**src/rtl/cxu_pkg.sv**
```systemverilog
// cxu_pkg: shared widths and the in-order response tag type for the
// CXU dispatcher.
//   CXU_*_W   : payload field widths of the CPU-side CXU port.
//   cxu_tag_t : one outstanding command. err=1 means the command had no
//               populated target and completes with an error response.
//               idx is the CXU that owns the response.
package cxu_pkg;

  localparam int CXU_DATA_W  = 32;
  localparam int CXU_FUNC_W  = 3;
  localparam int CXU_STATE_W = 3;
  localparam int CXU_ID_W    = 4;

  typedef struct packed {
    logic                err;
    logic [CXU_ID_W-1:0] idx;
  } cxu_tag_t;

endpackage

```
**src/rtl/cxu_tag_fifo.sv**
```systemverilog
// cxu_tag_fifo: small synchronous FIFO that records the issue order of
// outstanding commands.
//   clk, reset : clock, asynchronous active-low reset (clears pointers/count)
//   push, din  : write one element (ignored when full)
//   pop, dout  : dout is the head element; pop removes it (ignored when empty)
//   full/empty : occupancy flags
//   count      : number of stored elements
// There is no push/pop bypass: a push while full is dropped even if a pop
// happens in the same cycle. The caller never pushes while full.
module cxu_tag_fifo #(
  parameter int  DEPTH = 4,
  parameter type T     = logic
) (
  input  logic                       clk,
  input  logic                       reset,
  input  logic                       push,
  input  T                           din,
  input  logic                       pop,
  output T                           dout,
  output logic                       full,
  output logic                       empty,
  output logic [$clog2(DEPTH+1)-1:0] count
);

  localparam int PW = $clog2(DEPTH);
  localparam int CW = $clog2(DEPTH+1);

  T                mem_q [DEPTH];
  logic [PW-1:0]   wr_ptr_q, wr_ptr_d;
  logic [PW-1:0]   rd_ptr_q, rd_ptr_d;
  logic [CW-1:0]   count_q,  count_d;
  logic            do_push, do_pop;

  assign full  = (count_q == CW'(DEPTH));
  assign empty = (count_q == '0);
  assign count = count_q;
  assign dout  = mem_q[rd_ptr_q];

  assign do_push = push & ~full;
  assign do_pop  = pop & ~empty;

  // DEPTH is a power of two, so the pointers wrap by natural overflow.
  always_comb begin
    wr_ptr_d = wr_ptr_q;
    rd_ptr_d = rd_ptr_q;
    count_d  = count_q;
    if (do_push) wr_ptr_d = wr_ptr_q + PW'(1);
    if (do_pop)  rd_ptr_d = rd_ptr_q + PW'(1);
    case ({do_push, do_pop})
      2'b10:   count_d = count_q + CW'(1);
      2'b01:   count_d = count_q - CW'(1);
      default: count_d = count_q;
    endcase
  end

  always_ff @(posedge clk or negedge reset) begin
    if (!reset) begin
      wr_ptr_q <= '0;
      rd_ptr_q <= '0;
      count_q  <= '0;
    end else begin
      wr_ptr_q <= wr_ptr_d;
      rd_ptr_q <= rd_ptr_d;
      count_q  <= count_d;
    end
  end

  // Storage needs no reset: it is only read when count_q says it is valid.
  always_ff @(posedge clk) begin
    if (do_push) mem_q[wr_ptr_q] <= din;
  end

endmodule

```
**src/rtl/cxu_dispatch.sv**
```systemverilog
// cxu_dispatch: routes one CPU-side CXU command/response stream to N_CXU
// downstream CXUs and returns responses strictly in issue order.
//   clk, reset           : clock, asynchronous active-low reset
//   cmd_*                : upstream command (valid/ready + payload)
//   rsp_*                : upstream response (valid/ready + result, error)
//   cxu_cmd_*            : downstream command, one-hot valid, broadcast payload
//   cxu_rsp_*            : downstream responses, one 32-bit slice per CXU
//   outstanding          : number of dispatched commands awaiting response
// A command whose cxu_id has no populated CXU is never sent downstream; it
// completes through the tag FIFO as an error response with a zero result.
module cxu_dispatch
  import cxu_pkg::*;
#(
  parameter int N_CXU = 4,
  parameter int DEPTH = 4
) (
  input  logic                       clk,
  input  logic                       reset,
  input  logic                       cmd_valid,
  output logic                       cmd_ready,
  input  logic [2:0]                 cmd_payload_function_id,
  input  logic [31:0]                cmd_payload_inputs_0,
  input  logic [31:0]                cmd_payload_inputs_1,
  input  logic [2:0]                 cmd_payload_state_id,
  input  logic [3:0]                 cmd_payload_cxu_id,
  output logic                       rsp_valid,
  input  logic                       rsp_ready,
  output logic [31:0]                rsp_payload_outputs_0,
  output logic                       rsp_payload_error,
  output logic [N_CXU-1:0]           cxu_cmd_valid,
  input  logic [N_CXU-1:0]           cxu_cmd_ready,
  output logic [2:0]                 cxu_cmd_payload_function_id,
  output logic [31:0]                cxu_cmd_payload_inputs_0,
  output logic [31:0]                cxu_cmd_payload_inputs_1,
  output logic [2:0]                 cxu_cmd_payload_state_id,
  input  logic [N_CXU-1:0]           cxu_rsp_valid,
  output logic [N_CXU-1:0]           cxu_rsp_ready,
  input  logic [32*N_CXU-1:0]        cxu_rsp_payload_outputs_0,
  output logic [$clog2(DEPTH+1)-1:0] outstanding
);

  localparam logic [CXU_ID_W:0] N_CXU_V = (CXU_ID_W+1)'(N_CXU);

  // Pending register: one command waiting for dispatch.
  logic                   pend_valid_q, pend_valid_d;
  logic [CXU_FUNC_W-1:0]  pend_func_q,  pend_func_d;
  logic [CXU_DATA_W-1:0]  pend_in0_q,   pend_in0_d;
  logic [CXU_DATA_W-1:0]  pend_in1_q,   pend_in1_d;
  logic [CXU_STATE_W-1:0] pend_state_q, pend_state_d;
  logic [CXU_ID_W-1:0]    pend_id_q,    pend_id_d;

  logic      tgt_ok, sel_cmd_ready, dispatch, accept, pop;
  logic      fifo_full, fifo_empty;
  cxu_tag_t  push_tag, head_tag;
  logic      sel_rsp_valid;
  logic [CXU_DATA_W-1:0] sel_rsp_data;

  assign tgt_ok = ({1'b0, pend_id_q} < N_CXU_V);

  // Dispatch side. A full FIFO holds cxu_cmd_valid low so a CXU never
  // accepts a command whose tag could not be recorded.
  always_comb begin
    cxu_cmd_valid = '0;
    for (int i = 0; i < N_CXU; i++) begin
      if (pend_valid_q && tgt_ok && !fifo_full && (pend_id_q == CXU_ID_W'(i)))
        cxu_cmd_valid[i] = 1'b1;
    end
  end

  assign sel_cmd_ready = |(cxu_cmd_valid & cxu_cmd_ready);
  assign dispatch      = pend_valid_q & ~fifo_full & (~tgt_ok | sel_cmd_ready);
  // Gated by reset so the port reads 0 while reset is held.
  assign cmd_ready     = reset & (~pend_valid_q | dispatch);
  assign accept        = cmd_valid & cmd_ready;

  assign cxu_cmd_payload_function_id = pend_func_q;
  assign cxu_cmd_payload_inputs_0    = pend_in0_q;
  assign cxu_cmd_payload_inputs_1    = pend_in1_q;
  assign cxu_cmd_payload_state_id    = pend_state_q;

  always_comb begin
    push_tag.err = ~tgt_ok;
    push_tag.idx = tgt_ok ? pend_id_q : '0;
  end

  always_comb begin
    pend_valid_d = pend_valid_q;
    pend_func_d  = pend_func_q;
    pend_in0_d   = pend_in0_q;
    pend_in1_d   = pend_in1_q;
    pend_state_d = pend_state_q;
    pend_id_d    = pend_id_q;
    if (accept) begin
      pend_valid_d = 1'b1;
      pend_func_d  = cmd_payload_function_id;
      pend_in0_d   = cmd_payload_inputs_0;
      pend_in1_d   = cmd_payload_inputs_1;
      pend_state_d = cmd_payload_state_id;
      pend_id_d    = cmd_payload_cxu_id;
    end else if (dispatch) begin
      pend_valid_d = 1'b0;
    end
  end

  always_ff @(posedge clk or negedge reset) begin
    if (!reset) begin
      pend_valid_q <= 1'b0;
      pend_func_q  <= '0;
      pend_in0_q   <= '0;
      pend_in1_q   <= '0;
      pend_state_q <= '0;
      pend_id_q    <= '0;
    end else begin
      pend_valid_q <= pend_valid_d;
      pend_func_q  <= pend_func_d;
      pend_in0_q   <= pend_in0_d;
      pend_in1_q   <= pend_in1_d;
      pend_state_q <= pend_state_d;
      pend_id_q    <= pend_id_d;
    end
  end

  cxu_tag_fifo #(
    .DEPTH (DEPTH),
    .T     (cxu_tag_t)
  ) u_tag_fifo (
    .clk   (clk),
    .reset (reset),
    .push  (dispatch),
    .din   (push_tag),
    .pop   (pop),
    .dout  (head_tag),
    .full  (fifo_full),
    .empty (fifo_empty),
    .count (outstanding)
  );

  // Response side: only the CXU named by the head tag is listened to, so
  // any other CXU's response waits until its own tag reaches the head.
  always_comb begin
    sel_rsp_valid = 1'b0;
    sel_rsp_data  = '0;
    cxu_rsp_ready = '0;
    for (int i = 0; i < N_CXU; i++) begin
      if (head_tag.idx == CXU_ID_W'(i)) begin
        sel_rsp_valid    = cxu_rsp_valid[i];
        sel_rsp_data     = cxu_rsp_payload_outputs_0[32*i +: 32];
        cxu_rsp_ready[i] = rsp_ready & ~fifo_empty & ~head_tag.err;
      end
    end
  end

  assign rsp_valid             = ~fifo_empty & (head_tag.err | sel_rsp_valid);
  assign rsp_payload_outputs_0 = (fifo_empty | head_tag.err) ? '0 : sel_rsp_data;
  assign rsp_payload_error     = ~fifo_empty & head_tag.err;
  assign pop                   = rsp_valid & rsp_ready;

endmodule
```
**config.mk**
```make
export PLATFORM = sky130hd
export DESIGN_NAME = cxu_dispatch
export DESIGN_NICKNAME = d
export VERILOG_FILES = /design/src/rtl/cxu_pkg.sv /design/src/rtl/cxu_tag_fifo.sv /design/src/rtl/cxu_dispatch.sv
export SDC_FILE = /design/constraint.sdc
export NUM_CORES = 1
export LEC_CHECK = 0
export ABC_AREA = 1
export CORE_AREA = 2 2 129 131
export DETAILED_ROUTE_END_ITERATION = 16
export DIE_AREA = 0 0 131 133
export DONT_BUFFER_PORTS = 1
export PLACE_DENSITY = 0.54
export SETUP_SLACK_MARGIN = 0.3
export SLEW_MARGIN = 15
export SYNTH_ARGS = -nofsm -noshare
export SYNTH_HDL_FRONTEND = slang
export SYNTH_SLANG_ARGS = --single-unit
export TNS_END_PERCENT = 10
```
**constraint.sdc**
```tcl
create_clock -name clk -period 3.3 [get_ports clk]
set_input_delay 0.495 -clock clk [delete_from_list [all_inputs] [get_ports clk]]
set_output_delay 0.495 -clock clk [all_outputs]
set_load 0.02 [all_outputs]
```
==> parameters.txt, run 1 <==
Parameter                              Value

Timing
  Final hold slack    31.52 ps
  Final hold violations    0
  Max Freq    336.2 MHz
  RSZ-0062 raised after global routing    yes
  Layout Skew    7.855 ps
  Final worst slack    325.7 ps
  Setup-violating endpoint count in the final report    0
  Worst max-slew margin expressed relative to the limit    46.90%
  Total negative slack for setup checks    0 ps
  Transition time at the pin with the least slew margin    790.4 ps
  Share of the cycle needed by the critical path after routing    90.13%
  Final Critical Period    2974 ps
  Number of pins with negative max-slew slack in the final report    0

Cells and area
  Number of filler instances in the final layout    1689
  Layout Area Growth over Synthesis    9.276%
  Final-stage net count    898
  Fraction of layout instances using a drive strength above 1    9.517%
  Final design instance area without fill    6058 sq um
  Post-layout util    37.46%
  Finished Layout Cells    904

Placed design
  Placed cells    886
  Final estimated routing congestion in global placement    0.8120
  Total half-perimeter wirelength after legalization and detailed placement    12810 microns
  Post-place instance area    5692 sq um
  Port bufs    0
  Pre-CTS worst setup slack    418.0 ps

Setup path
  Worst endpoint required time    2800 ps
  Worst setup SP type    flip-flop
  Worst setup EP type    output port
  Critical Path Max Stage Delay    480 ps
  Series of cell instances along the critical path    inv_4, nor2_1, nand2_1, nand3_1, nand2_1, inv_2, nand2_1, buf_4, o221ai_1, nor2_2
  Crit path buffers/inverters    3
  Maximum fanout encountered on the critical timing path    32
  CP dominant cell by count    nand2_1
  Endpoint arrival time on the critical path    2480 ps
  Kind of cell with the highest combined delay on the critical path    simple AND/OR/NAND/NOR gates
  Category of the most critical setup path    reg -> out
  Critical path's slowest cell    dfrtp_2

Floorplan
  Height of the die    133 microns
  Horiz. Die Dim    131 microns
  Die area    17420 sq um
  I/O pin count    330
  Initial core utilization    34.28%
  Placeable core region    16170 sq um
  Placement Rows    47

Drt
  DRC errors left    0
  Final routed wire length divided by cell count    19.49 microns
  Met1 routed wirelength after detailed routing    6430 microns
  Wirelength, routed    17620 microns
  Highest metal used    met4
  DRC marker count from the first detailed-route iteration    313
  Number of vias per cell    5.499
  Via count    4971
  WL met3    1900 microns
  Met2 wirelength from detailed routing    8890 microns
  Number of optimization iterations in the first detailed-route pass    7
  Post-detailed-route count of antenna-violating nets    0

Clocking
  Worst-Skew Late Latency    330 ps
  TritonCTS Buffers    9
  Clock H-tree levels    3
  Clock Tree Buf Depth    2
  Clock edge transition at the registers on the reported setup and hold paths    70 ps
  TritonCTS clock tree    built
  Total clock sinks    102
  Cell chosen for the clock root    clkbuf_16

Synthesis
  Count leader, synth    nand2_1
  Biggest area contributors in the synthesized netlist    dfrtp_1 (37%), nand2_1 (15%), edfxtp_1 (11%), nand4_1 (8.6%), nand3_1 (5.1%)
  Primary flip-flop cell chosen by synthesis mapping    dfrtp_1
  Per-instance average area after synthesis    7.966 sq um
  Commonest cells in the synthesized netlist    nand2_1 (224), dfrtp_1 (82), nand4_1 (76)
  Area share of the largest cell type after synthesis    37.01%
  Ys async rst share    80.39%
  Sequential share of the synthesized area    47.84%
  Number of enable-type register cells in the synthesized netlist    20
  Synthesized instance count    696
  Cell taking the most area after synthesis    dfrtp_1
  Summed instance area of the synthesized netlist    5544 sq um
  Total of warnings raised by yosys    0
  Netlist cell types    33
  Number of storage elements in the synthesis netlist    102

Power
  Leakage power total    2.906 nW
  Power density normalized to cell area    1179 nW/um^2
  Final Power    7.144 mW
  Peak supply drop    0.0004160 V

Run
  Max-cap violation count    0

Global route
  Aggregate global-route resource usage    19.31%
  Via count of the first global-routing pass    4873
  Grt ovf    0
  Initial antenna violation count    1
  Pin count of the biggest net entering global routing    83
  First-pass GRT wire length    26140 microns

Run status
  Status    finished clean

Min path
  Min-delay worst type    in -> async
==> per-layer routing <==
metal,track usage (%),vias up
li1,-,2339
met1,21.23,2356
met2,32.79,252
met3,7.966,24
met4,7.742,0
met5,0,-
==> worst paths after layout <==
path / start / endpoint / slack (ps) / cells after the start
worst min register to register: pend_id_q[2]$_DFFE_PN0P_ / pend_id_q[2]$_DFFE_PN0P_ / 520 / 2
worst min-delay path: reset / cxu_cmd_payload_inputs_0[30]$_DFFE_PN0P_ / 30 / 1
min in group clk: cmd_payload_inputs_0[29] / cxu_cmd_payload_inputs_0[29]$_DFFE_PN0P_ / 300 / 2
worst max register to register: u_tag_fifo.rd_ptr_q[0]$_DFFE_PN0P_ / u_tag_fifo.count[2]$_DFFE_PN0P_ / 560 / 17
max in group asynchronous: reset / cxu_cmd_payload_inputs_1[10]$_DFFE_PN0P_ / 2900 / 1
worst max-delay path: u_tag_fifo.rd_ptr_q[0]$_DFFE_PN0P_ / rsp_payload_outputs_0[1] / 330 / 10
==> power by group <==
part / internal (mW) / switching, mW
logic: 0.952 / 2.30
clock network: 0.598 / 0.470
registers: 1.85 / 0.976
==> cell usage in the layout (no fill, tap or decap), drive strengths merged, types with 7 or more instances in the layout <==
| cell | count |
|---|---|
| nand2 | 229 |
| dfrtp | 82 |
| nand4 | 76 |
| nand3 | 57 |
| nor2 | 50 |
| inv | 43 |
| a21oi | 26 |
| o221ai | 23 |
| edfxtp | 20 |
| buf | 16 |
| o21ai | 11 |
| clkbuf | 9 |
| o211ai | 8 |
| conb | 8 |
| nor3 | 7 |
==> area by class of cell <==
class / count / area [sq um] / area share [%]
Tap cell: 220 / 275.3 / 4.544
Sequential cell: 102 / 2654 / 43.80
Multi-Input combinational cell: 509 / 2521 / 41.62
Clock inverter: 7 / 80.08 / 1.322
Inverter: 40 / 152.6 / 2.520
Clock buffer: 9 / 225.2 / 3.717
Antenna cell: 1 / 2.502 / 0.04131
Timing Repair Buffer: 16 / 147.6 / 2.437
==> kinds of logic after synthesis <==
| kind of cell | share of synthesized area (%) |
|---|---|
| other | 0.06764 |
| XOR/XNOR | 0.4740 |
| AND/OR/NAND/NOR | 34.10 |
| AO/OA/AOI/OAI | 8.327 |
| flip-flops | 47.84 |
| buffers and inverters | 7.696 |
| adder cells (fa/ha/maj) | 1.490 |
==> sequential cells by signal (all words and copies together), names as in the netlist <==
name                         count
pend_valid_q                     1
pend_id_q                        4
u_tag_fifo.rd_ptr_q              2
cxu_cmd_payload_inputs_0        32
cxu_cmd_payload_function_id      3
u_tag_fifo.mem_q                20
cxu_cmd_payload_inputs_1        32
cxu_cmd_payload_state_id         3
u_tag_fifo.count                 3
u_tag_fifo.wr_ptr_q              2
==> repair_timing <==
| item | in CTS | in global routing |
|---|---|---|
| setup endpoints to repair | 32 | 33 |
| resized for setup | 2 | 10 |
| gates cloned | 0 | 0 |
| hold endpoints to repair | 82 | 0 |
| hold buffers | 1 | 0 |
| setup buffers | 0 | 0 |
| pin swaps | 0 | 0 |
Power figures use the tool's default switching activity.
==> run 2, diff against run 1 <==
Settings changed: SKIP_CTS_REPAIR_TIMING from default to 1.
==> parameters.txt, run 2 (same netlist as run 1, synthesis figures left out) <==
Parameter                              Value

Setup path
  Start point of the critical path    u_tag_fifo.rd_ptr_q[0]$_DFFE_PN0P_
  FF-to-FF End    u_tag_fifo.count[2]$_DFFE_PN0P_
  Worst setup SP type    flip-flop
  Worst setup EP type    output port
  R2R Path Start    u_tag_fifo.rd_ptr_q[0]$_DFFE_PN0P_
  Maximum fanout encountered on the critical timing path    32 (unchanged)
  Slack of the worst reg-to-reg path    580 ps (+20 ps)
  Category of the most critical setup path    reg -> out
  Endpoint arrival time on the critical path    2470 ps (about the same)
  Worst endpoint required time    2800 ps (about the same)
  Worst R2R Path Depth    17 (unchanged)

Placed design
  Final estimated routing congestion in global placement    0.8120 (unchanged)
  Pre-CTS worst setup slack    418.0 ps (unchanged)
  Placed cells    886 (unchanged)
  Port bufs    0 (unchanged)
  Total half-perimeter wirelength after legalization and detailed placement    12810 microns (unchanged)

Floorplan
  Height of the die    133 microns (unchanged)
  I/O pin count    330 (unchanged)
  Initial core utilization    34.28% (unchanged)
  Die area    17420 sq um (unchanged)
  Placement Rows    47 (unchanged)
  Horiz. Die Dim    131 microns (unchanged)
  Placeable core region    16170 sq um (unchanged)

Clocking
  Clock H-tree levels    3 (unchanged)
  Clock Tree Buf Depth    2 (unchanged)
  TritonCTS Buffers    9 (unchanged)
  Total clock sinks    102 (unchanged)
  Worst-Skew Late Latency    330 ps (about the same)
  TritonCTS clock tree    built
  Cell chosen for the clock root    clkbuf_16
  Clock edge transition at the registers on the reported setup and hold paths    70 ps (about the same)

Drt
  Number of vias per cell    5.521 (+0.40%)
  Wirelength, routed    17650 microns (+0.22%)
  Post-detailed-route count of antenna-violating nets    0 (unchanged)
  Via count    4991 (+0.40%)
  Met2 wirelength from detailed routing    8888 microns (about the same)
  Final routed wire length divided by cell count    19.53 microns (+0.22%)
  Met1 routed wirelength after detailed routing    6465 microns (+0.54%)
  WL met3    1917 microns (+0.89%)
  DRC marker count from the first detailed-route iteration    327 (+4.5%)
  DRC errors left    0 (unchanged)
  Number of optimization iterations in the first detailed-route pass    4 (-3)
  Highest metal used    met4

Power
  Power density normalized to cell area    1180 nW/um^2 (about the same)
  Final Power    7.154 mW (+0.14%)
  Peak supply drop    0.0004191 V (+0.75%)
  Leakage power total    2.907 nW (about the same)

Timing
  RSZ-0062 raised after global routing    yes
  Share of the cycle needed by the critical path after routing    89.71% (-0.43 points)
  Final worst slack    339.7 ps (+14.07 ps)
  Layout Skew    7.514 ps (-0.3407 ps)
  Worst max-slew margin expressed relative to the limit    45.36% (-1.5 points)
  Total negative slack for setup checks    0 ps (unchanged)
  Final hold violations    0 (unchanged)
  Max Freq    337.8 MHz (+0.48%)
  Setup-violating endpoint count in the final report    0 (unchanged)
  Transition time at the pin with the least slew margin    813.3 ps (+22.95 ps)
  Final Critical Period    2960 ps (-14.07 ps)
  Number of pins with negative max-slew slack in the final report    0 (unchanged)

Run status
  Status    finished clean

Cells and area
  Most common cell after layout, fill and taps aside    nand2_1
  Commonest cells after routing, fill and taps aside    nand2_1 (223), dfrtp_1 (81), nand4_1 (76)
  Number of filler instances in the final layout    1690 (+0.059%)
  Layout Area Growth over Synthesis    9.343% (about the same)
  Final-stage net count    898 (unchanged)
  Finished Layout Cells    904 (unchanged)
  Fraction of layout instances using a drive strength above 1    9.517% (unchanged)

Global route
  Via count of the first global-routing pass    4777 (-2.0%)
  Grt ovf    0 (unchanged)
  Initial antenna violation count    1 (unchanged)
  First-pass GRT wire length    25570 microns (-2.2%)
  Pin count of the biggest net entering global routing    159 (+92%)
  Aggregate global-route resource usage    18.89% (-0.42 points)

Min path
  Min-delay worst type    in -> async

Run
  Max-cap violation count    0 (unchanged)
-- run 2: cell types whose count changed in the layout (fill, tap and decap cells not counted) --
cell   before  now
buf_4      13   12
buf_6       2    3
-- run 2: report_power, final --
| part | switching (mW) | internal, mW |
|---|---|---|
| clock | 0.470 | 0.598 |
| combinational | 2.31 | 0.956 |
| sequential | 0.977 | 1.85 |
-- run 2: worst max-delay path, stage by stage (launching register included) --
cell and delay, ps:
dfrtp_2 480, inv_4 120, nor2_1 50, nand2_1 50, nand3_1 80, nand2_1 170
inv_2 100, nand2_1 100, buf_4 330, o221ai_1 310, nor2_2 340
-- run 2: per-layer routing --
layer	vias to the layer above	GRT usage, %
li1	2338	-
met2	262	31.61
met1	2367	21.10
met3	24	7.804
met5	-	0
met4	0	7.742
-- run 2: cell type report --
type	count	area [sq um]	area share, %
sequential	102	2654	43.78
tap	220	275.3	4.541
inverter	40	152.6	2.518
antenna	1	2.502	0.04128
timing repair buffer	16	151.4	2.497
clock inverter	7	80.08	1.321
multi-input combinational	509	2521	41.59
clock buffer	9	225.2	3.715
-- run 2: worst max path at each step --
stage | slack [ps] | cells past startpoint | to
finish | 340 | 10 | rsp_payload_outputs_0[1]
global route | 220 | 10 | rsp_payload_outputs_0[1]
CTS | 40 | 10 | rsp_payload_outputs_0[27]
detailed placement | 420 | 10 | rsp_payload_outputs_0[27]
global placement | 490 | 10 | rsp_payload_outputs_0[27]
floorplan | 770 | 18 | u_tag_fifo.count[2]$_DFFE_PN0P_
-- run 2: metrics by stage --
stage	utilization [%]	hold WS [ps]	instance area, sq um
after floorplan	-	199.4	5570
after global placement	35.20	201.7	5692
after detailed placement	35.20	201.0	5692
after CTS	37.08	-171.1	5997
after global routing	37.49	73.78	6062
final	37.49	44.32	6062
==> run 3, diff against run 2 <==
Settings changed: ABC_AREA 1 to default, CORE_AREA 2 2 129 131 to 2 2 127 129, DIE_AREA 0 0 131 133 to 0 0 129 131, GPL_ROUTABILITY_DRIVEN from default to 0, PLACE_DENSITY 0.54 to 0.53.
==> parameters.txt, run 3 <==
Parameter                              Value

Drt
  Number of vias per cell    5.252 (-4.9%)
  Number of optimization iterations in the first detailed-route pass    4 (unchanged)
  DRC marker count from the first detailed-route iteration    147 (-55%)
  Via count    3729 (-25%)
  Wirelength, routed    15120 microns (-14%)
  Final routed wire length divided by cell count    21.29 microns (+9.0%)
  Post-detailed-route count of antenna-violating nets    0 (unchanged)
  DRC errors left    0 (unchanged)

Timing
  RSZ-0062 raised after global routing    yes
  Setup-violating endpoint count in the final report    0 (unchanged)
  Worst max-slew margin expressed relative to the limit    56.96% (+12 points)
  Max Freq    320.2 MHz (-5.2%)
  Number of pins with negative max-slew slack in the final report    0 (unchanged)
  Share of the cycle needed by the critical path after routing    94.64% (+4.9 points)
  Final Critical Period    3123 ps (+162.8 ps)
  Final worst slack    176.9 ps (-162.8 ps)
  Transition time at the pin with the least slew margin    640.6 ps (-172.7 ps)
  Final hold violations    0 (unchanged)
  Layout Skew    11.83 ps (+4.313 ps)
  Total negative slack for setup checks    0 ps (unchanged)

Clocking
  Clock H-tree levels    3 (unchanged)
  Cell chosen for the clock root    clkbuf_16
  Clock Tree Buf Depth    2 (unchanged)
  Worst-Skew Late Latency    340 ps (about the same)
  TritonCTS Buffers    9 (unchanged)
  Clock edge transition at the registers on the reported setup and hold paths    70 ps (about the same)
  Total clock sinks    102 (unchanged)
  TritonCTS clock tree    built

Power
  Switching share of power    45.94% (-6.5 points)
  Clock share of power    14.3% (-0.6 points)
  Share of total power in sequential cells    41.9% (+2.4 points)
  Final Power    7.086 mW (-0.95%)
  Net switching power    3.256 mW (-13%)
  Logic gate share of total power    43.8% (-1.8 points)
  Cell-internal power    3.830 mW (+13%)
  Leakage power total    2.476 nW (-15%)
  Peak supply drop    0.0004728 V (+13%)
  Power density normalized to cell area    1149 nW/um^2 (-2.6%)

Synthesis
  Sequential share of the synthesized area    49.72% (+1.9 points)
  Per-instance average area after synthesis    11.65 sq um (+46%)
  Area share of the largest cell type after synthesis    38.46% (+1.4 points)
  Total of warnings raised by yosys    0 (unchanged)
  Count leader, synth    mux2_2
  Biggest area contributors in the synthesized netlist    dfrtp_1 (38%), mux2_2 (20%), edfxtp_1 (11%), nand2_1 (5.0%), a31oi_1 (2.7%)
  Netlist cell types    46 (+39%)
  Commonest cells in the synthesized netlist    mux2_2 (97), dfrtp_1 (82), nand2_1 (71)
  Synthesized instance count    458 (-34%)
  Number of enable-type register cells in the synthesized netlist    20 (unchanged)
  Primary flip-flop cell chosen by synthesis mapping    dfrtp_1
  Ys async rst share    80.39% (unchanged)
  Cell taking the most area after synthesis    dfrtp_1
  Summed instance area of the synthesized netlist    5335 sq um (-3.8%)
  Number of storage elements in the synthesis netlist    102 (unchanged)

Setup path
  Category of the most critical setup path    reg -> out
  Worst setup SP type    flip-flop
  Maximum fanout encountered on the critical timing path    17 (-47%)
  Endpoint arrival time on the critical path    2630 ps (+160 ps)
  Worst R2R Path Depth    11 (-6)
  Critical path's slowest cell    mux4_2
  Worst setup EP type    output port
  Kind of cell with the highest combined delay on the critical path    multiplexers
  Worst endpoint required time    2800 ps (about the same)
  Number of cells on the critical path    7 (-3)
  Crit path buffers/inverters    2 (-1)
  Series of cell instances along the critical path    or2_1, mux4_2, nor3b_4, buf_12, o31ai_1, a311oi_1, buf_4
  Critical Path Max Stage Delay    560 ps (+80 ps)

Global route
  Initial antenna violation count    1 (unchanged)
  Grt ovf    0 (unchanged)
  Grt met2 use    29.26% (-2.4 points)
  Aggregate global-route resource usage    16.18% (-2.7 points)
  Layer with the highest usage    met2
  Global Route met3 Usage    6.718% (-1.1 points)
  Via count of the first global-routing pass    3745 (-22%)
  Global-route met1 utilization    16.65% (-4.4 points)
  Pin count of the biggest net entering global routing    85 (-47%)
  First-pass GRT wire length    20640 microns (-19%)

Cells and area
  Post-layout util    39.53% (+2.0 points)
  Final-stage net count    708 (-21%)
  Number of filler instances in the final layout    1527 (-9.6%)
  Most common cell after layout, fill and taps aside    mux2_2
  Commonest cells after routing, fill and taps aside    mux2_2 (97), dfrtp_1 (80), nand2_1 (71)
  Layout Area Growth over Synthesis    15.57%
  Final design instance area without fill    6166 sq um (+1.7%)
  Fraction of layout instances using a drive strength above 1    34.48% (+25 points)

Placed design
  Post-place instance area    5783 sq um (+1.6%)
  Total half-perimeter wirelength after legalization and detailed placement    11350 microns (-11%)
  Port bufs    0 (unchanged)
  Pre-CTS worst setup slack    190.7 ps (-227.3 ps)

Floorplan
  Die area    16900 sq um (-3.0%)
  Placeable core region    15600 sq um (-3.6%)
  Height of the die    131 microns (-1.5%)
  Initial core utilization    34.21% (-0.077 points)
  I/O pin count    330 (unchanged)
  Placement Rows    46 (-2.1%)
  Horiz. Die Dim    129 microns (-1.5%)

Run status
  Status    finished clean

Run
  Max-cap violation count    0 (unchanged)

Min path
  Min-delay worst type    in -> async
## run 3: changes by cell type after synthesis, sizes merged, moves of 13 or more
cell	before	now
nand3	57	2
a21oi	26	1
a31oi	0	23
nand2	229	71
o221ai	23	0
mux2	0	103
o21ai	11	24
buf	33	19
nand4	76	1
inv	40	13
nor2	50	13
## run 3: cells by family after synthesis
logic type | after synthesis | synth area share [%]
multiplexers | 114 | 24.74
flip-flops | 102 | 49.72
XOR/XNOR | 6 | 0.9850
adder cells (fa/ha/maj) | 6 | 1.548
buffers and inverters | 45 | 4.690
other | 1 | 0.07029
AND/OR/NAND/NOR | 114 | 9.405
AO/OA/AOI/OAI | 70 | 8.842
## run 3: worst reg2reg max path, stage by stage, from the launching register on
cell      delay, ps
dfrtp_2         440
mux4_2          600
o21a_1          210
a311oi_2        320
o21ai_1         160
inv_1            90
ha_1            170
inv_1            60
fa_1            370
xor2_1          150
nor2_1          110
xor2_1          180
## run 3: worst paths after layout
path                                                                  to                               start  slack [ps]
min in group clk                cxu_cmd_payload_inputs_0[29]$_DFFE_PN0P_            cmd_payload_inputs_0[29]         290
worst max register to register           u_tag_fifo.count[2]$_DFFE_PN0P_  u_tag_fifo.rd_ptr_q[0]$_DFFE_PN0P_         360
worst min-delay path            cxu_cmd_payload_inputs_0[13]$_DFFE_PN0P_                               reset          50
worst min register to register        u_tag_fifo.wr_ptr_q[0]$_DFFE_PN0P_  u_tag_fifo.wr_ptr_q[0]$_DFFE_PN0P_         540
worst max-delay path                           rsp_payload_outputs_0[16]    u_tag_fifo.mem_q[1][3]$_DFFE_PP_         180
max in group asynchronous             u_tag_fifo.rd_ptr_q[0]$_DFFE_PN0P_                               reset        2910
## run 3: layout make-up
| type | instances | area (sq um) | share of cell area, % |
|---|---|---|---|
| multi-input combinational | 318 | 2490 | 40.38 |
| antenna | 1 | 2.502 | 0.04058 |
| clock buffer | 10 | 239.0 | 3.876 |
| tap | 216 | 270.3 | 4.383 |
| inverter | 13 | 48.80 | 0.7914 |
| timing repair buffer | 44 | 409.1 | 6.636 |
| sequential | 102 | 2655 | 43.06 |
| clock inverter | 6 | 51.30 | 0.8320 |
## run 3: metal layers
layer / routed length, microns / vias to the layer above
li1: - / 1702
met1: 5403 / 1788
met2: 7805 / 222
met3: 1555 / 17
met4: 354 / 0
met5: 0 / -
## run 3: power groups by stage
stage	combinational (mW)	sequential (mW)	clock [mW]
floorplan	2.36	2.77	0
global placement	2.90	2.99	0
detailed placement	2.99	2.99	0
CTS	3.00	2.99	1.04
global route	3.35	3.05	1.09
finish	3.10	2.97	1.01
## run 3: stage by stage
step                      std cells  hold slack (ps)
after detailed placement        690            200.6
after floorplan                 465            199.4
after global routing            710            77.47
after global placement          690            200.8
final                           710            53.42
after CTS                       706           -170.4
